`src/rtl/mips_fetch_pkg.sv`:
```
// Shared types for the MIPS instruction-fetch front end: fetch FSM states,
// PC stride and the (pc, instr) queue entry.
package mips_fetch_pkg;

    typedef enum logic [1:0] {
        IDLE = 2'd0,
        REQ  = 2'd1,
        WAIT = 2'd2
    } fetch_state_t;

    localparam int unsigned PC_INCR    = 4;
    localparam int unsigned ENTRY_PC_W = 32;

    typedef struct packed {
        logic [ENTRY_PC_W-1:0] pc;
        logic [31:0]           instr;
    } fetch_entry_t;

endpackage

```
`src/rtl/mips_fetch_fifo.sv`:
```
// Registered FIFO of fetch entries with flush; head is read straight from
// storage, so a push becomes visible on the following cycle.
module mips_fetch_fifo
    import mips_fetch_pkg::*;
#(
    parameter  int unsigned DEPTH = 4,
    localparam int unsigned PTR_W = $clog2(DEPTH),
    localparam int unsigned CNT_W = PTR_W + 1
) (
    input  logic               clk,
    input  logic               rst_n,
    input  logic               i_flush,
    input  logic               i_push,
    input  fetch_entry_t       i_push_data,
    input  logic               i_pop,
    output fetch_entry_t       o_head,
    output logic [CNT_W-1:0]   o_count
);

    fetch_entry_t     r_mem [DEPTH];
    logic [PTR_W-1:0] r_wr_ptr;
    logic [PTR_W-1:0] r_rd_ptr;
    logic [CNT_W-1:0] r_count;

    // Storage is cleared on reset so the head reads as zero out of reset.
    always_ff @(posedge clk or negedge rst_n) begin
        if (!rst_n) begin
            r_wr_ptr <= '0;
            r_rd_ptr <= '0;
            r_count  <= '0;
            for (int i = 0; i < int'(DEPTH); i++) r_mem[i] <= '0;
        end else if (i_flush) begin
            r_wr_ptr <= '0;
            r_rd_ptr <= '0;
            r_count  <= '0;
        end else begin
            if (i_push) begin
                r_mem[r_wr_ptr] <= i_push_data;
                r_wr_ptr        <= r_wr_ptr + PTR_W'(1);
            end
            if (i_pop) r_rd_ptr <= r_rd_ptr + PTR_W'(1);
            r_count <= r_count + CNT_W'(i_push) - CNT_W'(i_pop);
        end
    end

    assign o_head  = r_mem[r_rd_ptr];
    assign o_count = r_count;

endmodule

```
`src/rtl/mips_fetch_queue.sv`:
```
// MIPS fetch front end: sequential fetch FSM, one request in flight, queue of
// (pc, instr) to the core, redirect flush. Optional MIPS_FETCH_STATS_EN adds counters.
module mips_fetch_queue
    import mips_fetch_pkg::*;
#(
    parameter int unsigned       DEPTH    = 4,
    parameter int unsigned       ADDR_W   = 32,
    parameter logic [ADDR_W-1:0] RESET_PC = '0
) (
    input  logic              clk,
    input  logic              rst_n,
    input  logic              redirect_valid,
    input  logic [ADDR_W-1:0] redirect_pc,
    output logic              imem_req_valid,
    output logic [ADDR_W-1:0] imem_req_addr,
    input  logic              imem_req_ready,
    input  logic              imem_rsp_valid,
    input  logic [31:0]       imem_rsp_data,
    output logic              out_valid,
    output logic [ADDR_W-1:0] out_pc,
    output logic [31:0]       out_instr,
    input  logic              out_ready
`ifdef MIPS_FETCH_STATS_EN
    ,
    output logic [15:0]       stat_flushes,
    output logic [15:0]       stat_stall_cycles
`endif
);

    localparam int unsigned CNT_W = $clog2(DEPTH) + 1;

    fetch_state_t      r_state, w_state_next;
    logic [ADDR_W-1:0] r_fetch_pc, w_fetch_pc_next;
    logic [ADDR_W-1:0] r_req_addr;
    logic              r_stale, w_stale_next;
    logic [ADDR_W-1:0] w_redirect_pc;
    logic              w_accept, w_rsp, w_push, w_pop;
    logic [CNT_W-1:0]  w_count, w_count_next;
    fetch_entry_t      w_push_data, w_head;

    assign w_redirect_pc = redirect_pc & ~ADDR_W'(3);
    assign w_accept      = (r_state == REQ) && imem_req_ready;
    assign w_rsp         = (r_state == WAIT) && imem_rsp_valid;
    // Redirect wins over both a same-cycle response and a same-cycle pop.
    assign w_push        = w_rsp && !r_stale && !redirect_valid;
    assign w_pop         = out_valid && out_ready && !redirect_valid;
    assign w_count_next  = redirect_valid ? '0
                         : w_count + CNT_W'(w_push) - CNT_W'(w_pop);

    always_comb begin
        w_state_next = r_state;
        unique case (r_state)
            IDLE: if (redirect_valid || w_count < CNT_W'(DEPTH)) w_state_next = REQ;
            REQ:  if (imem_req_ready) w_state_next = WAIT;
            WAIT: if (imem_rsp_valid)
                      w_state_next = (w_count_next < CNT_W'(DEPTH)) ? REQ : IDLE;
            default: w_state_next = IDLE;
        endcase
    end

    // fetch_pc is the next address to request; a stale request must not advance it.
    always_comb begin
        w_fetch_pc_next = r_fetch_pc;
        if (redirect_valid)
            w_fetch_pc_next = w_redirect_pc;
        else if (w_accept && !r_stale)
            w_fetch_pc_next = r_req_addr + ADDR_W'(PC_INCR);

        w_stale_next = r_stale;
        if (w_rsp)
            w_stale_next = 1'b0;
        else if (redirect_valid && r_state != IDLE)
            w_stale_next = 1'b1;
    end

    always_ff @(posedge clk or negedge rst_n) begin
        if (!rst_n) begin
            r_state    <= IDLE;
            r_fetch_pc <= RESET_PC;
            r_req_addr <= RESET_PC;
            r_stale    <= 1'b0;
        end else begin
            r_state    <= w_state_next;
            r_fetch_pc <= w_fetch_pc_next;
            r_stale    <= w_stale_next;
            // Address is latched on REQ entry and held until accepted.
            if (w_state_next == REQ && r_state != REQ) r_req_addr <= w_fetch_pc_next;
        end
    end

    assign imem_req_valid = (r_state == REQ);
    assign imem_req_addr  = r_req_addr;

    assign w_push_data.pc    = ENTRY_PC_W'(r_req_addr);
    assign w_push_data.instr = imem_rsp_data;

    mips_fetch_fifo #(.DEPTH(DEPTH)) u_fifo (
        .clk         (clk),
        .rst_n       (rst_n),
        .i_flush     (redirect_valid),
        .i_push      (w_push),
        .i_push_data (w_push_data),
        .i_pop       (w_pop),
        .o_head      (w_head),
        .o_count     (w_count)
    );

    assign out_valid = (w_count != '0);
    assign out_pc    = ADDR_W'(w_head.pc);
    assign out_instr = w_head.instr;

`ifdef MIPS_FETCH_STATS_EN
    logic [15:0] r_stat_flushes, r_stat_stalls;

    always_ff @(posedge clk or negedge rst_n) begin
        if (!rst_n) begin
            r_stat_flushes <= '0;
            r_stat_stalls  <= '0;
        end else begin
            if (redirect_valid && r_stat_flushes != 16'hFFFF)
                r_stat_flushes <= r_stat_flushes + 16'd1;
            if (out_ready && !out_valid && r_stat_stalls != 16'hFFFF)
                r_stat_stalls <= r_stat_stalls + 16'd1;
        end
    end

    assign stat_flushes      = r_stat_flushes;
    assign stat_stall_cycles = r_stat_stalls;
`endif

endmodule

```
`config.mk`:
```
export PLATFORM = sky130hd
export DESIGN_NAME = mips_fetch_queue
export DESIGN_NICKNAME = d
export VERILOG_FILES = /design/src/rtl/mips_fetch_pkg.sv /design/src/rtl/mips_fetch_fifo.sv /design/src/rtl/mips_fetch_queue.sv
export SDC_FILE = /design/constraint.sdc
export NUM_CORES = 1
export LEC_CHECK = 0
export CAP_MARGIN = 25
export CORE_MARGIN = 5
export CORE_UTILIZATION = 35
export CTS_BUF_LIST = sky130_fd_sc_hd__clkbuf_8
export DETAILED_ROUTE_END_ITERATION = 12
export MAX_ROUTING_LAYER = met4
export PLACE_DENSITY = 0.62
export SKIP_LAST_GASP = 1
export SLEW_MARGIN = 20
export SYNTH_ARGS = -nofsm -noshare
export SYNTH_HDL_FRONTEND = slang
export SYNTH_SLANG_ARGS = --single-unit
```
`constraint.sdc`:
```
create_clock -name clk -period 10.95 [get_ports clk]
set_clock_uncertainty 0.1 [all_clocks]
set_input_delay 1.095 -clock clk [delete_from_list [all_inputs] [get_ports clk]]
set_output_delay 1.095 -clock clk [all_outputs]
set_load 0.01 [all_outputs]
```
==> impl_metrics.env <==
export IMPL_critPathKind="input pin to flip-flop"
export IMPL_cts_buffer_depth=3
export IMPL_muxShareOfSynthArea_pct=29.7
export IMPL_ctsHtreeMaxLevel=2
export IMPL_power_switching_mw=1.24
export IMPL_layout_nets=1327
export IMPL_combPwrFrac_pct=26.4
export IMPL_synth_top_family_by_area="multiplexers"
export IMPL_core_sq_um=42100
export IMPL_clkTransAtPathRegs_ps=60
export IMPL_portBuffers=165
export IMPL_route_detailed_wl_per_inst_um=20.2
export IMPL_drive_gt1_share_pct=35.0
export IMPL_grt_pass1_wl_mm=58.9
export IMPL_viasPerCell=5.13
export IMPL_diodes=0
export IMPL_drc=0
export IMPL_start_kind="input pin"
export IMPL_cts_tree="done"
export IMPL_status="finished, final reports clean"
export IMPL_setup_worst_path_end_class="flip-flop"
export IMPL_intPower_mw=2.67
export IMPL_area_growth_pct=23.3
export IMPL_grt_total_usage_pct=16.3
export IMPL_cts_sinks=330
export IMPL_p_leak_nw=8.54
export IMPL_grt_pass1_vias=10200
export IMPL_stdcell_area_sq_um=18500
export IMPL_slew_viol_final=0
export IMPL_cts_hold_buf=0
export IMPL_postSynthAreaPerCell_sq_um=13.7
export IMPL_placementRows=75
export IMPL_grt_overflow_total=0
export IMPL_postSynthNetCount=1170
export IMPL_max_clock_freq_ghz=0.212
export IMPL_clock_power_share_pct=31.6
export IMPL_slew_headroom_pct=36.1
export IMPL_wl_mm=37.1
export IMPL_finalPower_mw=3.92
export IMPL_synth_cells=1092
export IMPL_vias=9434
export IMPL_dieArea_sq_um=47100
export IMPL_drtIter0Drc=439
export IMPL_post_cts_setup_buffers=0
export IMPL_synth_top_cell_area_share_pct=55.1
export IMPL_die_h_um=217
export IMPL_initial_utilization_pct=35.6
export IMPL_async_reset_ff_share_pct=100
export IMPL_numCtsBuffers=59
export IMPL_sw_frac_of_total_pct=31.7
export IMPL_dp_hpwl_mm=23.2
export IMPL_drv_cap=0
export IMPL_synth_seq_cells=330
export IMPL_setup_tns_ps=0
export IMPL_postRouteAntennaNets=0
export IMPL_dpl_worst_slack_ps=5550
export IMPL_cts_root_buffer="clkbuf_8"
export IMPL_final_util_pct=43.9
export IMPL_clk_latency_ps=660
export IMPL_netlist_area_sq_um=15000
export IMPL_grt_start_max_net_pins=84
export IMPL_die_w_um=217
export IMPL_required_ps=11380
export IMPL_hold_viol=0
export IMPL_yosys_top_cells_area="dfrtp_1 55%, mux2_2 20%, mux4_2 9.6%"
export IMPL_ctsResizeCount=0
export IMPL_setup_violations=0
export IMPL_synth_ff_type="dfrtp_1"
export IMPL_yosysWarnings=0
export IMPL_yosysUniqueCellTypes=56
export IMPL_min_path_type="input pin to async pin"
export IMPL_synthSimpleGateAreaFrac_pct=6.39
export IMPL_post_route_period_util_pct=43.1
export IMPL_synth_xor_area_share_pct=1.61
export IMPL_layout_min_cycle_time_ps=4720
export IMPL_drtPass1Iterations=7
export IMPL_placed_area_sq_um=17200
export IMPL_seqPwrFrac_pct=41.9
export IMPL_yosysTopAreaCell="dfrtp_1"
export IMPL_synth_edf_count=0
export IMPL_setup_slack_ps=6230
export IMPL_worstMarginPinSlew_ps=949
export IMPL_peakVddDrop_uv=259
export IMPL_routabilityCongestion=0.792
export IMPL_critPathMaxFanout=33
export IMPL_synth_seq_area_share_pct=55.1
export IMPL_rsz0062_at_grt="false"
export IMPL_pin_count=168
export IMPL_synthAdderAreaFrac_pct=0.718
export IMPL_synth_compound_area_share_pct=3.87
export IMPL_arrival_ps=5140
export IMPL_cellPowerDensity_nw_per_um2=212
export IMPL_antenna_found_initial=0
==> power by group through the flow <==
stage	combinational [mW]	sequential [mW]	clock (mW)
finish	1.03	1.64	1.24
global route	1.12	1.69	1.34
CTS	1.06	1.65	1.29
detailed placement	1.05	1.67	0
global placement	1.04	1.66	0
floorplan	0.674	1.50	0
==> Yosys cell counts (4+ instances only) <==
| library cell | instances |
|---|---|
| inv_1 | 8 |
| ha_1 | 7 |
| nand3_1 | 15 |
| clkbuf_1 | 42 |
| buf_1 | 16 |
| nand2_1 | 74 |
| xor2_1 | 11 |
| mux2_2 | 263 |
| nor4_1 | 9 |
| mux2i_1 | 5 |
| o21ai_0 | 30 |
| mux4_2 | 64 |
| buf_2 | 26 |
| xnor2_1 | 14 |
| dfrtp_1 | 330 |
| a21oi_1 | 35 |
| nor3_1 | 7 |
| nor2_1 | 57 |
| nand4_1 | 7 |
| and3_1 | 4 |
| a31oi_1 | 9 |
| nor3b_1 | 7 |
==> final timing paths <==
| path | start | slack (ps) | cells after the start | to |
|---|---|---|---|---|
| setup / recovery | imem_rsp_valid | 6230 | 14 | imem_req_addr[10] |
| hold / removal | rst_n | 310 | 1 | u_fifo.r_mem[201] |
| setup reg to reg | r_state[1] | 6480 | 14 | imem_req_addr[10] |
| hold reg to reg | u_fifo.r_mem[123] | 400 | 1 | u_fifo.r_mem[123] |
| max in group asynchronous | rst_n | 8590 | 4 | r_fetch_pc[13] |
| min in group clk | u_fifo.r_mem[123] | 400 | 1 | u_fifo.r_mem[123] |
==> flip-flops by register name (all words and copies together), names as in the netlist <==
register	cells
imem_req_addr	32
r_fetch_pc	32
r_stale	1
r_state	2
u_fifo.o_count	3
u_fifo.r_mem	256
u_fifo.r_rd_ptr	2
u_fifo.r_wr_ptr	2
==> layout by cell type, fill, tap and decap left out, types with 9 or more instances in the layout <==
| master | instances |
|---|---|
| clkdlybuf4s50_1 | 163 |
| dfrtp_1 | 328 |
| xnor2_1 | 14 |
| mux4_2 | 64 |
| nor2_1 | 57 |
| clkinv_2 | 11 |
| a21oi_1 | 35 |
| mux2_2 | 263 |
| clkbuf_8 | 80 |
| nand3_1 | 15 |
| a31oi_1 | 9 |
| nor4_1 | 9 |
| xor2_1 | 11 |
| o21ai_0 | 30 |
| inv_1 | 22 |
| nand2_1 | 70 |
| buf_4 | 16 |
==> final cells by class <==
class / count / area [sq um]
fillers: 3886 / 23600
flip-flops and latches: 330 / 8270
multi-input cells: 667 / 6400
repair buffers: 182 / 1800
clock buffers: 80 / 1100
well taps: 539 / 674
clock inverters: 31 / 214
inverters: 9 / 33.8
==> per-layer routing <==
metal  track usage, %  up-vias  wire [um]
met5                -        -          0
met4             4.55        0        742
met3             3.68       69       1990
met2             25.3      200      17600
met1             21.7     4853      16800
li1                 -     4312          -
==> worst max-delay path, cell delays in order <==
cell and delay, ps:
clkdlybuf4s50_1 510, nor3b_1 450, nor2b_1 730, inv_1 120, ha_1 300, inv_1 60, ha_1 130, inv_1 50
fa_1 360, xnor3_1 360, nor2_1 270, o32a_1 200, buf_4 340, a21boi_0 160
==> through the flow <==
step / instances / hold WS [ps]
finish: 1838 / 307
global placement: 1726 / 376
floorplan: 1092 / 359
detailed placement: 1726 / 388
global route: 1838 / 322
CTS: 1837 / 278
==> logic make-up (layout without fill, tap and decap cells) <==
logic type | after synthesis | count (layout)
and+or+nand+nor | 203 | 203
buffers and inverters | 95 | 302
adders and majority gates | 8 | 8
AOI/OAI and AO/OA | 98 | 98
xor gates and xnor gates | 26 | 26
muxes | 332 | 332
DFF | 330 | 330
Note: power is estimated with default switching activity, not from simulation.
